**src/rtl/ram_fifo_ctrl_if.sv**
```systemverilog
// Byte-stream handshake bundle between producer/consumer and the RAM FIFO controller.
interface ram_fifo_ctrl_if #(
  parameter int DW = 8
);
  logic          wr_valid;
  logic [DW-1:0] wr_data;
  logic          wr_ready;
  logic          rd_valid;
  logic [DW-1:0] rd_data;
  logic          rd_ready;

  // controller side
  modport slave (
    input  wr_valid, wr_data, rd_ready,
    output wr_ready, rd_valid, rd_data
  );

  // producer/consumer side
  modport master (
    output wr_valid, wr_data, rd_ready,
    input  wr_ready, rd_valid, rd_data
  );
endinterface

```
**src/rtl/ram_fifo_ctrl.sv**
```systemverilog
// FIFO controller in front of a single-port byte RAM with registered read data.
// One RAM op per cycle. Write/read contention is arbitrated by a toggling
// priority bit. Reads land in a 2-entry in-order output buffer, so total
// capacity is DEPTH + 2.
module ram_fifo_ctrl #(
  parameter int AW = 10,
  parameter int DW = 8
) (
  input  logic          clk,
  input  logic          rst_n,
  ram_fifo_ctrl_if.slave strm,
  output logic          ram_en,
  output logic [AW-1:0] ram_address,
  output logic [DW-1:0] ram_datain,
  input  logic [DW-1:0] ram_dataout,
  output logic [AW:0]   ram_level,
  output logic          full,
  output logic          empty
);
  localparam logic [AW:0] DEPTH_L = {1'b1, {AW{1'b0}}};

  logic [AW-1:0] wr_ptr_q, wr_ptr_d;
  logic [AW-1:0] rd_ptr_q, rd_ptr_d;
  logic [AW:0]   level_q, level_d;
  logic [1:0]    obuf_cnt_q, obuf_cnt_d;
  logic [DW-1:0] obuf0_q, obuf0_d;   // head, drives rd_data
  logic [DW-1:0] obuf1_q, obuf1_d;
  logic          rd_pend_q, rd_pend_d;
  logic          prio_q, prio_d;     // 0 = write wins a contested cycle, 1 = read

  logic wr_want, rd_want, wr_ready, wr_fire, rd_issue, pop, rd_valid;
  logic [2:0] obuf_claim;

  // Arbitration and RAM drive; rd_want uses registered state only so
  // rd_ready never reaches wr_ready combinationally.
  always_comb begin
    full       = (level_q == DEPTH_L);
    empty      = (level_q == '0) && !rd_pend_q && (obuf_cnt_q == 2'd0);
    obuf_claim = {1'b0, obuf_cnt_q} + {2'b00, rd_pend_q};
    wr_want    = strm.wr_valid && !full;
    rd_want    = (level_q != '0) && (obuf_claim < 3'd2);
    wr_ready   = rst_n && !full && (!rd_want || !prio_q);
    wr_fire    = strm.wr_valid && wr_ready;
    rd_issue   = rd_want && !wr_fire;
    rd_valid   = (obuf_cnt_q != 2'd0);
    pop        = rd_valid && strm.rd_ready;
    ram_en      = wr_fire;
    ram_address = wr_fire ? wr_ptr_q : rd_ptr_q;
    ram_datain  = strm.wr_data;
  end

  assign strm.wr_ready = wr_ready;
  assign strm.rd_valid = rd_valid;
  assign strm.rd_data  = obuf0_q;
  assign ram_level     = level_q;

  // Pointer, level, pending-read and priority next state.
  always_comb begin
    wr_ptr_d  = wr_ptr_q;
    rd_ptr_d  = rd_ptr_q;
    level_d   = level_q;
    rd_pend_d = rd_issue;
    prio_d    = prio_q ^ (wr_want && rd_want);
    if (wr_fire) begin
      wr_ptr_d = wr_ptr_q + 1'b1;
      level_d  = level_q + 1'b1;
    end else if (rd_issue) begin
      rd_ptr_d = rd_ptr_q + 1'b1;
      level_d  = level_q - 1'b1;
    end
  end

  // Output buffer: capture the RAM word one cycle after issue, pop from head.
  always_comb begin
    obuf0_d    = obuf0_q;
    obuf1_d    = obuf1_q;
    obuf_cnt_d = obuf_cnt_q;
    case (obuf_cnt_q)
      2'd0: begin
        if (rd_pend_q) begin
          obuf0_d    = ram_dataout;
          obuf_cnt_d = 2'd1;
        end
      end
      2'd1: begin
        if (rd_pend_q && pop) begin
          obuf0_d = ram_dataout;
        end else if (rd_pend_q) begin
          obuf1_d    = ram_dataout;
          obuf_cnt_d = 2'd2;
        end else if (pop) begin
          obuf_cnt_d = 2'd0;
        end
      end
      default: begin
        if (pop) begin
          obuf0_d = obuf1_q;
          if (rd_pend_q) obuf1_d = ram_dataout;
          else           obuf_cnt_d = 2'd1;
        end
      end
    endcase
  end

  // State registers; reset discards everything including an in-flight read.
  always_ff @(posedge clk or negedge rst_n) begin
    if (!rst_n) begin
      wr_ptr_q   <= '0;
      rd_ptr_q   <= '0;
      level_q    <= '0;
      obuf_cnt_q <= 2'd0;
      obuf0_q    <= '0;
      obuf1_q    <= '0;
      rd_pend_q  <= 1'b0;
      prio_q     <= 1'b0;
    end else begin
      wr_ptr_q   <= wr_ptr_d;
      rd_ptr_q   <= rd_ptr_d;
      level_q    <= level_d;
      obuf_cnt_q <= obuf_cnt_d;
      obuf0_q    <= obuf0_d;
      obuf1_q    <= obuf1_d;
      rd_pend_q  <= rd_pend_d;
      prio_q     <= prio_d;
    end
  end
endmodule

```
**src/flat_wrapper.sv**
```systemverilog
// flat-port wrapper written by rule: the top's interface ports become plain ports
module ram_fifo_ctrl_flat 
#(
  parameter int AW = 10,
  parameter int DW = 8
)
  (clk, rst_n, ram_en, ram_address, ram_datain, ram_dataout, ram_level, full, empty, strm_wr_valid, strm_wr_data, strm_rd_ready, strm_wr_ready, strm_rd_valid, strm_rd_data);
  ram_fifo_ctrl_if #(.DW(DW)) strm_i ();
  input  logic clk;
  input  logic rst_n;
  output logic ram_en;
  output logic [AW-1:0] ram_address;
  output logic [DW-1:0] ram_datain;
  input  logic [DW-1:0] ram_dataout;
  output logic [AW:0] ram_level;
  output logic full;
  output logic empty;
  input wire logic [$bits(strm_i.wr_valid)-1:0] strm_wr_valid;
  input wire logic [$bits(strm_i.wr_data)-1:0] strm_wr_data;
  input wire logic [$bits(strm_i.rd_ready)-1:0] strm_rd_ready;
  output wire logic [$bits(strm_i.wr_ready)-1:0] strm_wr_ready;
  output wire logic [$bits(strm_i.rd_valid)-1:0] strm_rd_valid;
  output wire logic [$bits(strm_i.rd_data)-1:0] strm_rd_data;
  assign strm_i.wr_valid = strm_wr_valid;
  assign strm_i.wr_data = strm_wr_data;
  assign strm_i.rd_ready = strm_rd_ready;
  assign strm_wr_ready = strm_i.wr_ready;
  assign strm_rd_valid = strm_i.rd_valid;
  assign strm_rd_data = strm_i.rd_data;
  ram_fifo_ctrl #(.AW(AW), .DW(DW)) u_core (.clk(clk), .rst_n(rst_n), .strm(strm_i), .ram_en(ram_en), .ram_address(ram_address), .ram_datain(ram_datain), .ram_dataout(ram_dataout), .ram_level(ram_level), .full(full), .empty(empty));
endmodule
```
**config.mk**
```make
export PLATFORM = sky130hd
export DESIGN_NAME = ram_fifo_ctrl_flat
export DESIGN_NICKNAME = d
export VERILOG_FILES = /design/src/rtl/ram_fifo_ctrl_if.sv /design/src/rtl/ram_fifo_ctrl.sv /design/src/flat_wrapper.sv
export SDC_FILE = /design/constraint.sdc
export NUM_CORES = 1
export LEC_CHECK = 0
export BUFFER_PORTS_ARGS = -buffer_cell sky130_fd_sc_hd__buf_2
export CORE_ASPECT_RATIO = 0.8
export CORE_MARGIN = 8
export CORE_UTILIZATION = 31
export DETAILED_ROUTE_END_ITERATION = 6
export PLACE_DENSITY = 0.5
export REMOVE_ABC_BUFFERS = 1
export SYNTH_ARGS = -nofsm -noshare
export SYNTH_HDL_FRONTEND = slang
export SYNTH_SLANG_ARGS = --single-unit
```
**constraint.sdc**
```tcl
create_clock -name clk -period 8.7 [get_ports clk]
set_input_delay 1.305 -clock clk [delete_from_list [all_inputs] [get_ports clk]]
set_output_delay 1.305 -clock clk [all_outputs]
set_load 0.1 [all_outputs]
```
Word-level counts from Yosys, hierarchy flattened
Index checks and enable logic that the tools add are counted.

word-level totals
  word-level logic and storage cells = 70
  register bits after elaboration = 51

operators by class
  add/subtract/negate cells = 5
  bitwise logic cells = 3
  $lt $le $gt $ge = 1
  equality and inequality tests = 7
  muxes and demuxes = 18
  reduce and logical (&&, ||, !) cells = 28

operators by type and width
  operator                                                                      count
  8-bit two-way mux                                                             6
  8-bit one-hot mux with 2 select lines                                         2
  11-bit two-way mux                                                            2
  10-bit by 1-bit adder with 10-bit output, second input constant               2
  2-bit two-way mux                                                             6
  11-bit by 1-bit adder with 11-bit output, second input constant               1
  11-bit equality test, second input constant                                   1
  1-bit logical AND                                                             11
  11-bit logical NOT                                                            1
  11-bit nonzero test                                                           1
  11-bit by 1-bit subtractor with 11-bit output, second input constant          1
  10-bit two-way mux                                                            1
  3-bit AND reduction                                                           2
  2-bit nonzero test                                                            3
  1-bit logical NOT                                                             5
  5-bit AND reduction                                                           1
  2-bit by 1-bit inequality test with 1-bit output, second input constant       2
  2-bit one-hot mux with 2 select lines                                         1
  2-bit by 1-bit adder with 3-bit output                                        1
  3-bit by 2-bit less-than comparator with 1-bit output, second input constant  1
  3-bit by 1-bit inequality test with 1-bit output, second input constant       1
  3-bit inequality test, second input constant                                  1
  3-bit nonzero test                                                            1
  2-bit by 1-bit equality test with 1-bit output, second input constant         1
  other kinds (6)                                                               7

Longest topological paths before layout
  word-level depth = 11
  gate-level depth with buffers = 14
  mapped depth without buffers = 11

Least setup slack after synthesis
No wires, ideal clock.

  kind = reg-to-output
  start point = register u_core.level_q[1], in the netlist u_core.ram_level[1]
  end point = output empty
  path slack = 3.159 ns
  data required time = 7.395 ns
  cell stages (with the launch flop) = 4
  arrival time = 4.236 ns
  cell sequence = dfrtp_1 nor4_4 nand3_4 nor4_1

on the way
  word-level cells in the longest chain between the ends = 3

RTL lines
  item                            line                  text
  from (decl)                     ram_fifo_ctrl.sv:24   logic [AW:0] level_q, level_d;
  from (signal assigned)          ram_fifo_ctrl.sv:119  level_q <= level_d;
  11-bit logical NOT              ram_fifo_ctrl.sv:38   empty = (level_q == '0) && !rd_pend_q && (obuf_cnt_q == 2'd0);
  1-bit logical AND (2 in a row)  ram_fifo_ctrl.sv:38
  to (decl)                       flat_wrapper.sv:17    output logic empty;

No other way between the ends.

Final worst setup path
  start point = input rst_n
  end point = output ram_address[2]

on the way
  word-level cells in the longest chain between the ends = 4

RTL lines
  item                            line                 text
  from (decl)                     flat_wrapper.sv:10   input logic rst_n;
  1-bit logical AND (2 in a row)  ram_fifo_ctrl.sv:42  wr_ready = rst_n && !full && (!rd_want || !prio_q);
  1-bit logical AND               ram_fifo_ctrl.sv:43  wr_fire = strm.wr_valid && wr_ready;
  10-bit two-way mux              ram_fifo_ctrl.sv:48  ram_address = wr_fire ? wr_ptr_q : rd_ptr_q;
  to (decl)                       flat_wrapper.sv:12   output logic [AW-1:0] ram_address;

No other way between the ends.

==> impl_metrics.yaml <==
critical_path:
  crit_top_cell: "nand2_1"
  cp_cell_sequence: "buf_2 > buf_4 > nand2_1 > a211o_1 > clkinv_2 > nand2_1 > nand2_1 > buf_2"
  cp.depth: 8
  cp_slowest_cell: "a211o_1"
  reg2reg_slack_ns: 4.62
  worstPathArrival_ns: 3.80
  path_delay_family: "buffers and inverters"
  ff2ff_path_depth: 11
  required_ns: 7.39
  path_max_fanout: 53
  cp-start-kind: "input port"
  worstSetupPathType: "input port to primary output"
  timing.critical_path.buf_inv: 4
  endpoint_kind: "primary output"
  r2r-end: "u_core.ram_level[10]$_DFFE_PN0P_"
  cpPeakStageDelay_ns: 0.67
  reg2reg_from: "u_core.obuf_cnt_q[1]$_DFFE_PN0P_"
route:
  routed-via-count: 2054
  drtIter0Drc: 75
  wire_per_inst_um: 13.7
  detail-route-antenna-nets: 0
  vias_per_cell: 4.70
  drt_wl_total_um: 5990
  drc_errors: 0
  drt-pass1-iter-count: 4
clocking:
  path_clk_slew_ns: 0.06
  cts_resized: 0
  clock_sinks: 51
  htree_levels: 2
  cts_buffers: 5
  clock_path_buffers: 2
  tritoncts: "built"
  clkLatencyLatePin_ns: 0.28
  postCtsSetupBuffers: 0
  root_buffer: "clkbuf_16"
  postCtsHoldBufs: 0
placed_design:
  dp.cells: 429
  gp_congestion: 0.758
  dpl.hpwl_um: 4410
  io_buffers: 45
  place_area_mm2: 0.00312
run:
  drv_cap: 0
run_status:
  status: "finished clean"
final_layout:
  final_nets: 353
  drive_gt1_share_pct: 22.7
  antennaDiodeCount: 0
  final_cells: 437
  final_util_pct: 37.0
  syn_to_final_growth_pct: 16.9
  design_area_mm2: 0.00331
floorplanning:
  rows: 31
  io_pins: 62
  die_h_um: 102
  fp.dieW_um: 123
  dieArea_mm2: 0.0125
  core_area_mm2: 0.00896
  initial_core_util_pct: 31.6
logic_synthesis:
  ys_seq_area_share_pct: 45.0
  yosys_warnings: 0
  synth-edff-count: 0
  avgSynthCellArea_um2: 10.1
  synth_area_leader_cell: "dfrtp_1"
  synth-main-ff-cell: "dfrtp_1"
  syn_inst: 282
  synth_async_sr_flop_share_pct: 100
  yosys.cell_types.count: 44
  synth_top_area_share_pct: 45.0
  syn_area_mm2: 0.00284
  synth-seq-cells: 51
  synth_area_leaders: "dfrtp_1 (45%), nand2_1 (6.8%), xnor2_1 (4.9%)"
sta:
  finalSetupTns_ns: 0
  final_max_slew_viol_count: 0
  fmax_mhz: 196
  tightest_slew_ns: 0.902
  finClkSkew_ns: 0.00746
  fin_crit_sh_pct: 58.7
  relSlewSlack_pct: 39.9
  hold_viol_final: 0
  rsz0062_at_grt: "false"
  setup_viol: 0
  finalCriticalPeriod_ns: 5.11
global_routing:
  grt_pass1_vias: 2156
  grt_overflow: 0
  grt_max_degree: 54
  grtUsageTotal_pct: 10.3
  antenna_found_initial: 0
  grt_pass1_wl_um: 10500
hold_path:
  min_path_type: "flop to flop"
  worstHoldPathCells: 1
  min_to: "u_core.rd_ptr_q[9]$_DFFE_PN0P_"
  hp-start: "u_core.rd_ptr_q[9]$_DFFE_PN0P_"
-- cell type report --
cell class	count	area, um2
well taps	115	144
clock buffers	5	125
repair buffers	47	240
flip-flops and latches	51	1280
multi-input cells	206	1420
clock inverters	3	67.6
inverters	10	38.8
fillers	919	5650
-- synth_stat cells, types with 2 or more instances --
cell	instances
o21a_1	3
nand2b_1	3
buf_4	8
mux2_2	10
o22ai_1	2
inv_1	9
xor2_1	12
nor2_1	19
nand3_1	6
mux2i_1	9
buf_2	4
xnor2_1	16
a21o_1	3
a21oi_1	12
ha_1	11
and3_1	3
nand4_1	4
nor4_4	3
dfrtp_1	51
a211oi_1	4
nand2_1	51
nor2b_1	2
o21ai_0	15
and2_1	2
-- how the worst max path moves through the flow --
stage	end	slack (ns)	start
2_1_floorplan	ram_address[2]	3.15	u_core.ram_level[1]$_DFFE_PN0P_
3_3_place_gp	ram_address[2]	3.56	rst_n
3_5_place_dp	ram_address[2]	3.47	rst_n
4_1_cts	ram_address[2]	3.48	rst_n
5_1_grt	ram_address[8]	3.29	rst_n
6_report	ram_address[2]	3.59	rst_n
-- per-stage QoR --
stage                     hold slack, ns  setup slack, ns
after floorplan                    0.441             3.15
final                              0.467             3.59
after global routing               0.483             3.29
after global placement             0.469             3.56
after CTS                          0.474             3.48
after detailed placement           0.458             3.47
-- sequential cells by signal, summed over array words and instances (netlist names) --
| name | count |
|---|---|
| u_core.ram_level | 11 |
| u_core.rd_ptr_q | 10 |
| u_core.wr_ptr_q | 10 |
| u_core.obuf1_q | 8 |
| u_core.strm.rd_data | 8 |
| u_core.obuf_cnt_q | 2 |
| u_core.prio_q | 1 |
| u_core.rd_pend_q | 1 |
-- layer usage --
| metal | up-vias | track usage, % | wire length (um) |
|---|---|---|---|
| li1 | 1037 | - | - |
| met5 | - | 0 | 0 |
| met1 | 972 | 14.4 | 3170 |
| met3 | 2 | 3.18 | 307 |
| met2 | 43 | 15.3 | 2490 |
| met4 | 0 | 1.96 | 22 |
-- cells by family (layout without fill, tap and decap cells) --
kind of cell,after synthesis,in the layout,synth area share [%]
simple gates,99,99,17.7
flops,51,51,45.0
compound gates,47,47,10.3
xor+xnor,28,28,8.65
buf+inv,25,65,4.85
mux,20,20,7.94
fa+ha+maj,12,12,5.56
-- cells in the final DEF, fill, tap and decap left out, types with 4 or more instances in the layout --
cell and instances:
nand2_1 51, dfrtp_1 51, buf_2 45, nor2_1 19
xnor2_1 16, o21ai_0 15, a21oi_1 12, xor2_1 12
ha_1 11, mux2_2 10, inv_1 9, mux2i_1 9
nand3_1 6, clkbuf_16 5, a211oi_1 4, nand4_1 4
Power is left out: the tool's default activity adds up to more than one toggle a clock period on the data nets, which glitch-free logic cannot reach.
